[src/rtl/pipe_out_fifo.sv]
// Purpose     : output-side pipeline FIFO decoupling a producer stage from a stallable consumer.
// Latency     : one cycle from push to head visible; no same-cycle bypass from datain.
// Backpressure: in_allow = !full || out_allow, so a full FIFO still accepts when it pops.
//
// Ports
//   clk        sole clock, rising edge
//   rst        synchronous active-high reset (drops all held items and any same-cycle push)
//   validin    upstream holds a valid item
//   datain     upstream payload, sampled only on push
//   in_allow   FIFO can accept this cycle (feeds upstream out_allow)
//   validout   head entry is valid
//   dataout    head payload (don't-care while validout=0)
//   out_allow  downstream accepts the head this cycle
//   count      occupancy 0..DEPTH, present only when PIPE_OUT_FIFO_COUNT_EN is defined
module pipe_out_fifo #(
  parameter int WIDTH = 100,
  parameter int DEPTH = 4
) (
  input  logic             clk,
  input  logic             rst,
  input  logic             validin,
  input  logic [WIDTH-1:0] datain,
  output logic             in_allow,
  output logic             validout,
  output logic [WIDTH-1:0] dataout,
  input  logic             out_allow
`ifdef PIPE_OUT_FIFO_COUNT_EN
  ,
  output logic [$clog2(DEPTH):0] count
`endif
);

  localparam int AW = $clog2(DEPTH);
  localparam int PW = AW + 1;

  // Pointers carry one extra wrap bit so full and empty are distinguishable
  // without a separate occupancy register.
  logic [PW-1:0]    wr_ptr;
  logic [PW-1:0]    rd_ptr;
  logic [WIDTH-1:0] storage [DEPTH];

  logic full;
  logic empty;
  logic push;
  logic pop;

  assign empty = (wr_ptr == rd_ptr);
  assign full  = (wr_ptr[AW] != rd_ptr[AW]) && (wr_ptr[AW-1:0] == rd_ptr[AW-1:0]);

  // out_allow -> in_allow is the only combinational path through the block.
  assign in_allow = !full || out_allow;
  assign validout = !empty;
  assign dataout  = storage[rd_ptr[AW-1:0]];

  assign push = validin && in_allow;
  assign pop  = validout && out_allow;

  always_ff @(posedge clk) begin
    if (rst) begin
      wr_ptr <= '0;
      rd_ptr <= '0;
    end else begin
      if (push) wr_ptr <= wr_ptr + {{AW{1'b0}}, 1'b1};
      if (pop)  rd_ptr <= rd_ptr + {{AW{1'b0}}, 1'b1};
    end
  end

  // Storage is intentionally not reset; a write during reset is suppressed so
  // the dropped push leaves no trace.
  always_ff @(posedge clk) begin
    if (!rst && push) storage[wr_ptr[AW-1:0]] <= datain;
  end

`ifdef PIPE_OUT_FIFO_COUNT_EN
  // Modular difference of the wrap-extended pointers is the occupancy.
  assign count = wr_ptr - rd_ptr;
`endif

endmodule

[config.mk]
export PLATFORM = sky130hd
export DESIGN_NAME = pipe_out_fifo
export DESIGN_NICKNAME = d
export VERILOG_FILES = /design/src/rtl/pipe_out_fifo.sv
export SDC_FILE = /design/constraint.sdc
export NUM_CORES = 1
export LEC_CHECK = 0
export ABC_AREA = 1
export CAP_MARGIN = 10
export CORE_MARGIN = 4
export CORE_UTILIZATION = 50
export DETAILED_ROUTE_END_ITERATION = 12
export GPL_ROUTABILITY_DRIVEN = 0
export GPL_TIMING_DRIVEN = 0
export PLACE_DENSITY = 0.76
export SYNTH_ARGS = -nofsm -noshare
export SYNTH_HDL_FRONTEND = slang
export SYNTH_SLANG_ARGS = --single-unit
[constraint.sdc]
create_clock -name clk -period 9.3 [get_ports clk]
set_input_delay 0.93 -clock clk [delete_from_list [all_inputs] [get_ports clk]]
set_output_delay 0.93 -clock clk [all_outputs]
set_load 0.05 [all_outputs]
* Yosys cells after proc, flatten, opt, wreduce, memory -nomap -nowiden
Memory sizes are Yosys's and may differ from the RTL's. A register that Yosys moved wholly into a read port is not among the register bits.
Index checks and enable logic that the tools add are counted.
** Word-level totals
- Register bits after elaboration :: 6
- RAM bits :: 400
- Bits of input ports :: 104
- Output and inout port bits :: 102
- Word-level logic and storage cells :: 20
- Memories :: 1
** Operators by class
- Add/subtract/negate cells :: 2
- Eq/ne operators :: 3
- Muxes and demuxes :: 4
- Reductions and logical operators :: 8
** Memories
- storage :: depth 4, bits a word 100, read ports 1, clocked after Yosys merged registers in 1, write ports 1, RTL line 40 : logic [WIDTH-1:0] storage [DEPTH];
** Operators with widths (number)
- $add A3 B1 Y3 const B :: 2
- $logic_and A1 B1 Y1 :: 4
- $mux W2 :: 2
- $eq A3 B3 Y1 :: 1
- $logic_not A1 Y1 :: 3
- $eq A2 B2 Y1 :: 1
- $mux W1 :: 2
- $logic_or A1 B1 Y1 :: 1
- $ne A1 B1 Y1 :: 1

* Longest topological paths before layout
Gate-level depths: netlist (run 1).
- Depth in word-level cells :: 8
- Gate-level depth with buffers :: 8
- Mapped depth without buffers :: 8

* Worst setup path after synthesis (run 1)
Ideal clock, no wire load.
- Path kind :: input to register
- Start :: input port out_allow
- End :: memory storage[0][0], enable pin
- Setup time :: 0.683 ns
- Arrival time :: 8.045 ns
- Data required time :: 8.617 ns
- Path slack :: 0.572 ns
- Stages on the path :: 4
- Path buffers :: 0
- Cells stage by stage :: nor2_2 > nand2_4 > nand2_1 > nor3_1
** On the way
- Word-level cells in the longest chain between the ends :: 5
** Ends and longest elaborated chain
- from (decl) :: RTL line 26 : input logic out_allow
- $logic_or A1 B1 Y1 :: RTL line 51 : assign in_allow = !full || out_allow;
- named net in_allow :: RTL line 23 : output logic in_allow,
- $logic_and A1 B1 Y1 :: RTL line 55 : assign push = validin && in_allow;
- $logic_and A1 B1 Y1 :: RTL line 71 : if (!rst && push) storage[wr_ptr[AW-1:0]] <= datain;
- $mux W1 :: RTL line 71
- $mux W1 (implied by the code) :: RTL line 71
- to (decl) :: RTL line 40
The timed path passes the listed nets, and every way through them passes these cells.

==> summary.md, run 1 <==
| Metric | Value |
|---|---|
| Crit path time final | 3.84 ns |
| Pre-Repair DR Iteration Count | 5 |
| Arithmetic-cell share of the synthesized area counting full adders, half adders and majority gates | 0.00409 |
| Clock tree from TritonCTS | built |
| Total number of H-tree levels | 2 |
| Overall power after layout | 4.88 mW |
| Post-DP Area | 0.0183 mm^2 |
| Clock tree root buffer cell | sky130_fd_sc_hd__clkbuf_16 |
| Insertion delay of the later-clocked pin in the worst-skew pair | 0.53 ns |
| Fraction of the mapped netlist area in compound gates | 0.108 |
| Clock transition at the register clock pins on the worst setup and hold paths after CTS | 0.06 ns |
| Non-filler instance count after layout | 1747 |
| Count of routing violations after the opening detailed-route iteration | 930 |
| Post-route cell area | 0.0197 mm^2 |
| Aggregate routed wire length | 36500 um |
| FP Rows | 63 |
| Max-cap check violation count | 0 |
| Vias in the first global route | 9998 |
| Core outline area | 0.0299 mm^2 |
| Count of cells along the worst register-to-register path | 13 |
| Max stage delay cell, worst path | sky130_fd_sc_hd__clkdlybuf4s50_1 |
| Reported leakage power | 6.63 nW |
| Area of the multi-input gates | 0.00269 mm^2 |
| Setup repair after global routing missed its margin | no |
| Hold Path End | rd_ptr[2]$_SDFFE_PP0P_ |
| Post-cts sizing count | 0 |
| Per-instance average area after synthesis | 14.7 um^2 |
| Die X-Extent | 183 um |
| Sequential-to-total area share from yosys stat | 0.796 |
| Measured slew at the worst slew-check pin | 0.979 ns |
| Number of storage elements in the synthesis netlist | 408 |
| Required time at the endpoint of the critical path | 8.37 ns |
| Worst slew slack as a fraction of its limit | 0.346 |
| Largest family of logic cells by synthesized area | compound AO/OA/AOI/OAI gates |
| Post-synthesis instance total | 1040 |
| Filler cell count in the final layout | 2096 |
| FF-to-FF setup slack | 6.43 ns |
| Critical path type | reg2out |
| TritonCTS Buffers | 41 |
| Syn_nets | 1149 |
| Quantity of hold-fixing buffers added after cts | 0 |
| Critical path arrival | 2.91 ns |
| Number of clock sinks seen by CTS | 408 |
| Sequential cell area | 0.0122 mm^2 |
| Worst min-delay path class | reg2reg |
| Count of final max-slew check failures | 0 |
| Share of synthesized area spent on multiplexers | 0 |
| Cell variety after synth | 25 |
| Pin count of the biggest net entering global routing | 29 |
| Buf+Inv Stages, Crit Path | 3 |
| Yosys warning count | 0 |
| Number of antenna violations at the first check in global routing | 2 |
| CP startpoint kind | register |
| P&R area growth vs syn | 28.6% |
| Postcts setup bufs | 0 |
| Die Footprint | 0.0334 mm^2 |
| Most common cell after layout, fill and taps aside | sky130_fd_sc_hd__edfxtp_1 |
| Wire length of the first global-routing pass | 55200 um |
| Reg2reg start | wr_ptr[0]$_SDFFE_PP0P_ |
| Pre-CTS WS | 5.44 ns |
| Crit path max-delay family | buffers and inverters |
| Hold wc startpoint | rd_ptr[2]$_SDFFE_PP0P_ |
| Effective utilization at floorplan | 0.512 |
| # nets final | 1433 |
| Simple-gate share of the synthesized area | 0.0618 |
| Count of antenna-violating nets left after detailed routing | 0 |
| Share of the synthesized netlist area taken by xor and xnor gates | 0 |
| Number of top-level design ports | 206 |
| Status | completed |
| Hold Vio Cnt, Final | 0 |
| Highest achievable clock rate | 260 MHz |
| Share of the clock period used by the worst path after layout | 0.413 |
| Pwr dens | 248 mW/mm^2 |
| Max Buffers Root-to-Sink | 3 |
| Crit path max fanout | 10 |
| List of cells traversed by the critical path | clkinv_1, clkbuf_1, o21ai_0, o22ai_1, clkdlybuf4s50_1 |
| Mapped Area | 0.0153 mm^2 |
| Maximum vdd ir drop | 0.162 mV |
| Routed len/inst | 20.9 um |
| Cell count after placement | 1671 |
| Total Negative Setup Slacks | 0 ns |
| # DRC | 0 |
| Hold path cells | 2 |
| Quantity of I/O buffers inserted on ports | 205 |
| Endpoint of the worst-slack reg-to-reg timing path | storage[1][71]$_DFFE_PP_ |
| Delay of the slowest cell on the worst path | 0.86 ns |
| Worst-case setup margin in the final layout | 5.46 ns |
| Global Route Usage Sum | 0.212 |
| Final setup violating endpoints | 0 |
| Worst Clk Skew | 0.0252 ns |
| Overflow after GRT | 0 |
| Dpl hpwl | 23500 um |
| Worst setup EP type | primary output |
| Vias after detailed routing | 9726 |
| Post-DR vias/cell | 5.57 |
| Chip height | 183 um |
| Most used cells in the layout excluding fill and tap cells | sky130_fd_sc_hd__edfxtp_1 (400), sky130_fd_sc_hd__nor2_1 (207), sky130_fd_sc_hd__clkdlybuf4s50_1 (205) |
| Share of final-layout standard cells stronger than drive strength 1 | 0.105 |
-- worst reg2reg max path, cell delays in order (launching register included) --
cell	delay [ns]
sky130_fd_sc_hd__dfxtp_1	0.36
sky130_fd_sc_hd__inv_1	0.12
sky130_fd_sc_hd__nand2_1	0.07
sky130_fd_sc_hd__nand2_2	0.08
sky130_fd_sc_hd__nor2_4	0.05
sky130_fd_sc_hd__nand2_4	0.10
sky130_fd_sc_hd__nand2_1	0.13
sky130_fd_sc_hd__nor3_2	0.57
sky130_fd_sc_hd__buf_6	0.25
sky130_fd_sc_hd__buf_6	0.15
sky130_fd_sc_hd__buf_6	0.18
sky130_fd_sc_hd__buf_6	0.19
sky130_fd_sc_hd__buf_6	0.18
sky130_fd_sc_hd__buf_6	0.16
-- synth_stat cells (all sizes together) --
library cell,count,area (um^2)
o21ai,200,1000
clkbuf,32,135
nor2,210,798
nor3,3,15.0
nand3,6,35.0
buf,33,260
a21oi,6,30.0
edfxtp,400,12000
o22ai,100,626
ha,5,62.6
inv,15,58.8
clkinv,1,3.75
dfxtp,8,160
nand2,21,96.3
-- state kept, by name, summed over array words and instances (netlist names), named ones only --
register	cells
wr_ptr	3
rd_ptr	3
storage	400
-- per-layer routing --
layer | vias to the layer above | GRT usage | wire, um
met2 | 404 | 0.347 | 17400
met3 | 83 | 0.0555 | 3340
met5 | - | 0 | 34
li1 | 4495 | - | -
met4 | 4 | 0.0667 | 1090
met1 | 4740 | 0.281 | 14600
-- worst max-delay path by stage --
stage | from | end | slack, ns | cells past startpoint
final | register | dataout[90] | 5.46 | 5
after global routing | register | dataout[90] | 5.31 | 5
after CTS | register | dataout[14] | 5.47 | 5
after detailed placement | out_allow | storage[1][63]$_DFFE_PP_ | 5.44 | 11
after global placement | out_allow | storage[0][63]$_DFFE_PP_ | -5.03 | 5
after floorplan | out_allow | storage[0][0]$_DFFE_PP_ | 0.57 | 4
-- where the power goes --
| part | leakage [nW] | total, mW | switching, mW | internal (mW) |
|---|---|---|---|---|
| sequential | 3.70 | 2.09 | 0.0135 | 2.07 |
| combinational | 2.26 | 1.14 | 0.780 | 0.358 |
| clock | 0.667 | 1.65 | 0.646 | 1.01 |
| total | 6.63 | 4.88 | 1.44 | 3.44 |
-- final cells by class --
class	count	share of cell area
inverter	16	0.00318
timing repair buffer	241	0.127
clock buffer	52	0.0564
tap	390	0.0248
antenna	1	0.000127
clock inverter	23	0.0130
buffer	65	0.0201
multi-input combinational	551	0.137
sequential	408	0.619
-- per-stage QoR --
stage	hold slack, ns	utilization
after floorplan	0.496	-
after global placement	0.517	0.597
after detailed placement	0.538	0.613
after CTS	0.543	0.658
after global routing	0.564	0.658
final	0.545	0.658
-- kinds of logic (layout without fill, tap and decap cells) --
family                     after synthesis  after routing
AOI/OAI and AO/OA                      306            306
adders and majority gates                5              5
and+or+nand+nor                        240            240
buffers and inverters                   81            397
other                                    0              1
DFF                                    408            408
No activity file was read; power rests on OpenSTA's default activity.
==> run 2, diff against run 1 <==
- CORE_UTILIZATION: 50 -> 49
- PLACE_DENSITY: 0.76 -> 0.77
- clock period: 9.3 -> 3.51 ns (I/O delays scaled with it)
==> run 2 against run 1 <==
Compared with the run above:
- final cell count shrank 0.40%
- power grew to 2.7 times the previous value
- highest routed layer is now met4
- wire length is 0.23% lower
- via count down 0.38%
- sequential share of layout area down 0.75 points
- non-clock buffer count is 12 lower
- hold slack got worse by 0.095 ns
- largest power group unchanged
==> summary.md, run 2 (synthesized netlist as in run 1, its figures left out) <==
| Metric | Value |
|---|---|
| Status | completed |
| P&R area growth vs syn | 30.2% |
| Share of final-layout standard cells stronger than drive strength 1 | 0.105 |
| Final setup violating endpoints | 0 |
| Die Footprint | 0.0341 mm^2 |
| Worst setup EP type | primary output |
| Worst min-delay path class | in2reg |
| Total Negative Setup Slacks | 0 ns |
| Required time at the endpoint of the critical path | 3.16 ns |
| Count of routing violations after the opening detailed-route iteration | 828 |
| CP startpoint kind | register |
| Global Route Usage Sum | 0.208 |
| Clock tree from TritonCTS | built |
| Setup repair after global routing missed its margin | no |
| # nets final | 1422 |
| Max Buffers Root-to-Sink | 3 |
| Post-cts sizing count | 0 |
| Hold Vio Cnt, Final | 0 |
| Crit path time final | 3.19 ns |
| Count of final max-slew check failures | 0 |
| Routed len/inst | 20.9 um |
| Die X-Extent | 185 um |
| Share of the clock period used by the worst path after layout | 0.908 |
| Filler cell count in the final layout | 2126 |
| Met3 WL post-DR | 3250 um |
| Cell internal pwr | 9.30 mW |
| Quantity of hold-fixing buffers added after cts | 0 |
| Routed metal-1 wire length | 14700 um |
| # DRC | 0 |
| Core outline area | 0.0307 mm^2 |
| Worst Clk Skew | 0.0151 ns |
| Aggregate routed wire length | 36400 um |
| Worst slew slack as a fraction of its limit | 0.367 |
| Sequential share of power | 0.421 |
| Post-DR vias/cell | 5.57 |
| Overall power after layout | 13.1 mW |
| Most common cell after layout, fill and taps aside | sky130_fd_sc_hd__edfxtp_1 |
| Total met2 wirelength after detailed routing | 17400 um |
| Effective utilization at floorplan | 0.499 |
| Switch share | 0.292 |
| P_sw | 3.84 mW |
| Flip-flop count of the largest register, all copies and words added | 400 |
| Quantity of I/O buffers inserted on ports | 205 |
| Number of top-level design ports | 206 |
| Maximum vdd ir drop | 0.581 mV |
| Total number of H-tree levels | 2 |
| Postcts setup bufs | 0 |
| Chip height | 185 um |
| Vias after detailed routing | 9689 |
| Pre-Repair DR Iteration Count | 7 |
| Highest achievable clock rate | 314 MHz |
| Reported leakage power | 6.68 nW |
| Measured slew at the worst slew-check pin | 0.947 ns |
| Wire length of the first global-routing pass | 54400 um |
| Clock tree root buffer cell | sky130_fd_sc_hd__clkbuf_16 |
| Critical path type | reg2out |
| Vias in the first global route | 9824 |
| Max-cap check violation count | 0 |
| FP Rows | 64 |
| Overflow after GRT | 0 |
| TritonCTS Buffers | 42 |
| Critical path arrival | 2.84 ns |
| Number of clock sinks seen by CTS | 408 |
| Comb power frac | 0.231 |
| Count of antenna-violating nets left after detailed routing | 0 |
| Pwr dens | 660 mW/mm^2 |
| Crit path max fanout | 10 |
| Pin count of the biggest net entering global routing | 28 |
| Insertion delay of the later-clocked pin in the worst-skew pair | 0.53 ns |
| Relative contribution of the clock network to total power | 0.348 |
| Dpl hpwl | 23200 um |
| Clock transition at the register clock pins on the worst setup and hold paths after CTS | 0.06 ns |
| Number of antenna violations at the first check in global routing | 1 |
| Most used cells in the layout excluding fill and tap cells | sky130_fd_sc_hd__edfxtp_1 (400), sky130_fd_sc_hd__nor2_1 (207), sky130_fd_sc_hd__clkdlybuf4s50_1 (205) |
| Highest routing layer actually used | met4 |
==> run 2: critical path, stage by stage (launching register included) <==
cell and delay (ns):
sky130_fd_sc_hd__dfxtp_1 0.31, sky130_fd_sc_hd__clkinv_1 0.34, sky130_fd_sc_hd__clkbuf_1 0.45, sky130_fd_sc_hd__o21ai_1 0.13, sky130_fd_sc_hd__o22ai_1 0.23, sky130_fd_sc_hd__clkdlybuf4s50_1 0.86
==> run 2: final timing paths <==
kind	startpoint	to	slack [ns]	cells after the start
max	register	dataout[42]	0.32	5
min	datain[34]	storage[0][34]$_DFFE_PP_	0.45	1
max reg2reg	wr_ptr[0]$_SDFFE_PP0P_	storage[2][81]$_DFFE_PP_	1.00	10
min reg2reg	wr_ptr[2]$_SDFFE_PP0P_	wr_ptr[2]$_SDFFE_PP0P_	0.51	2
==> run 2: layout make-up <==
cell class                      count  area [um^2]  share of cell area
Clock inverter                     19          269              0.0135
Multi-Input combinational cell    551         2740               0.137
Timing Repair Buffer              229         2620               0.131
Buffer                             65          395              0.0199
Tap cell                          396          495              0.0249
Sequential cell                   408        12200               0.611
Inverter                           16         62.6             0.00314
Antenna cell                        1         2.50            0.000126
Clock buffer                       55         1160              0.0584
==> run 2: metal layers <==
layer | vias up | global-route usage
li1 | 4482 | -
met3 | 67 | 0.0482
met2 | 425 | 0.343
met5 | - | 0
met4 | 0 | 0.0605
met1 | 4715 | 0.279
==> run 2: power groups by stage <==
| stage | sequential (mW) | clock [mW] | combinational, mW |
|---|---|---|---|
| after global routing | 5.53 | 4.87 | 3.20 |
| after floorplan | 5.63 | 0 | 1.86 |
| after CTS | 5.53 | 4.65 | 3.05 |
| final | 5.53 | 4.58 | 3.03 |
| after detailed placement | 5.63 | 0 | 3.03 |
| after global placement | 5.64 | 0 | 2.94 |
==> run 2: stage by stage <==
| stage | hold slack [ns] | instance area [um^2] | setup WS [ns] | utilization | instances |
|---|---|---|---|---|---|
| final | 0.449 | 19900 | 0.321 | 0.649 | 1740 |
| after global routing | 0.434 | 19900 | 0.113 | 0.649 | 1740 |
| after CTS | 0.428 | 19900 | 0.270 | 0.649 | 1739 |
| after detailed placement | 0.503 | 18500 | 0.541 | 0.603 | 1665 |
| after global placement | 0.498 | 17900 | -2.32 | 0.584 | 1641 |
| after floorplan | 0.450 | 15400 | -0.154 | - | 1040 |
==> run 3, diff against run 2 <==
- SLEW_MARGIN: not set -> 20
==> run 3 against run 2 <==
Compared with the run above:
- power shrank 4.5%
- hold slack improved by 0.0080 ns
- sequential power barely moved
- clock skew is 0.0022 ns lower
- utilization fell by 1.0 points
- via count is 1.1% higher
- clock power fell by 12%
- sequential share of layout area rose by 0.96 points
- clock-buffer cell count decreased by 6
- register-to-register slack got worse by 0.05 ns
- cell area is 1.5% lower
- critical endpoint is now dataout[11]
- largest cell class unchanged
==> summary.md, run 3 (synthesized netlist as in run 1, its figures left out) <==
| Metric | Value |
|---|---|
| Status | completed |
| Worst-case setup margin in the final layout | 0.240 ns |
| Cell count along the critical path | 5 |
| Pin count of the biggest net entering global routing | 24 |
| Routed len/inst | 21.0 um |
| Number of top-level design ports | 206 |
| Effective utilization at floorplan | 0.499 |
| Clock tree root buffer cell | sky130_fd_sc_hd__clkbuf_16 |
| Critical path type | reg2out |
| Crit path max-delay family | buffers and inverters |
| Gr busiest metal | met2 |
| Reg2reg start | rd_ptr[2]$_SDFFE_PP0P_ |
| P&R area growth vs syn | 28.2% |
| Total number of H-tree levels | 2 |
| Dpl hpwl | 23500 um |
| Reported leakage power | 6.57 nW |
| Vias after detailed routing | 9792 |
| Delay of the slowest cell on the worst path | 0.87 ns |
| Pwr dens | 640 mW/mm^2 |
| Count of cells along the worst register-to-register path | 10 |
| Count of routing violations after the opening detailed-route iteration | 806 |
| Overflow after GRT | 0 |
| Die Footprint | 0.0341 mm^2 |
| # DRC | 0 |
| Pre-Repair DR Iteration Count | 5 |
| Chip height | 185 um |
| Non-filler instance count after layout | 1742 |
| Number of antenna violations at the first check in global routing | 1 |
| Count of antenna-violating nets left after detailed routing | 0 |
| Worst slew slack as a fraction of its limit | 0.497 |
| Vias in the first global route | 9871 |
| Die X-Extent | 185 um |
| Clock transition at the register clock pins on the worst setup and hold paths after CTS | 0.06 ns |
| Worst setup EP type | primary output |
| Quantity of hold-fixing buffers added after cts | 0 |
| Count of final max-slew check failures | 0 |
| Max stage delay cell, worst path | sky130_fd_sc_hd__clkdlybuf4s50_1 |
| Required time at the endpoint of the critical path | 3.16 ns |
| Highest achievable clock rate | 306 MHz |
| Timing endpoint of the critical path | dataout[11] |
| Overall power after layout | 12.6 mW |
| Worst min-delay path class | in2reg |
| Met3 capacity usage during global routing | 0.0501 |
| Clock tree from TritonCTS | built |
| Share of final-layout standard cells stronger than drive strength 1 | 0.108 |
| Crit path time final | 3.27 ns |
| Global Route Usage Sum | 0.208 |
| Quantity of I/O buffers inserted on ports | 205 |
| Max Buffers Root-to-Sink | 3 |
| CP startpoint kind | register |
| Postcts setup bufs | 0 |
| Insertion delay of the later-clocked pin in the worst-skew pair | 0.52 ns |
| Most common cell after layout, fill and taps aside | sky130_fd_sc_hd__edfxtp_1 |
| Met2 Resource Use GR | 0.348 |
| Setup repair after global routing missed its margin | no |
| Post-DR vias/cell | 5.62 |
| Worst slack on hold paths | 0.457 ns |
| FP Rows | 64 |
| Core outline area | 0.0307 mm^2 |
| Final setup violating endpoints | 0 |
| Critical path arrival | 2.92 ns |
| Number of clock sinks seen by CTS | 408 |
| Post-cts sizing count | 0 |
| # nets final | 1425 |
| Buf+Inv Stages, Crit Path | 3 |
| Cell count after placement | 1669 |
| Measured slew at the worst slew-check pin | 0.753 ns |
| Most used cells in the layout excluding fill and tap cells | sky130_fd_sc_hd__edfxtp_1 (400), sky130_fd_sc_hd__nor2_1 (207), sky130_fd_sc_hd__clkdlybuf4s50_1 (205) |
| Worst Clk Skew | 0.0129 ns |
| Met1 layer usage reported by global route | 0.274 |
| Final core utilization | 0.639 |
| Max-cap check violation count | 0 |
| Share of the clock period used by the worst path after layout | 0.932 |
| Aggregate routed wire length | 36500 um |
| Endpoint of the worst-slack reg-to-reg timing path | storage[0][97]$_DFFE_PP_ |
| Pre-CTS WS | 0.507 ns |
| TritonCTS Buffers | 41 |
| Crit path max fanout | 10 |
| Hold Vio Cnt, Final | 0 |
| List of cells traversed by the critical path | clkinv_1, clkbuf_1, o21ai_1, o22ai_1, clkdlybuf4s50_1 |
| Maximum vdd ir drop | 0.547 mV |
| Flip-flop count of the largest register, all copies and words added | 400 |
| Wire length of the first global-routing pass | 54800 um |
| FF-to-FF setup slack | 0.95 ns |
run 3: worst min-delay path by stage:
stage	from	to	slack, ns	depth (start not counted)
after global routing	datain[48]	storage[2][48]$_DFFE_PP_	0.44	1
final	datain[48]	storage[3][48]$_DFFE_PP_	0.46	1
after detailed placement	wr_ptr[2]$_SDFFE_PP0P_	wr_ptr[2]$_SDFFE_PP0P_	0.52	2
after CTS	datain[48]	storage[3][48]$_DFFE_PP_	0.43	1
after global placement	wr_ptr[2]$_SDFFE_PP0P_	wr_ptr[2]$_SDFFE_PP0P_	0.50	2
after floorplan	datain[0]	storage[0][0]$_DFFE_PP_	0.45	0
run 3: routing by layer:
metal / vias to the layer above / wire [um] / part of all wire
met1: 4811 / 14500 / 0.40
li1: 4483 / - / -
met2: 432 / 17900 / 0.49
met5: - / 0 / 0
met4: 0 / 884 / 0.024
met3: 66 / 3260 / 0.089
run 3: final cells by class:
cell class,count,area (um^2)
sequential,408,12200
multi-input combinational,551,2740
antenna,1,2.50
clock inverter,23,136
fill,2141,11100
timing repair buffer,233,2500
buffer,65,395
clock buffer,49,1100
tap,396,495
inverter,16,62.6
run 3: where the power goes:
group | total, mW | internal, mW | switching [mW] | leakage [nW]
sequential | 5.53 | 5.49 | 0.0370 | 3.70
clock | 4.01 | 2.30 | 1.71 | 0.617
combinational | 3.02 | 0.950 | 2.07 | 2.25
run 3: per-stage QoR:
stage | setup TNS [ns] | cell area [um^2]
2_1_floorplan | -35.93 | 15400
3_3_place_gp | -738.20 | 17900
3_5_place_dp | 0 | 18400
4_1_cts | 0 | 19600
5_1_grt | 0 | 19600
6_report | 0 | 19600
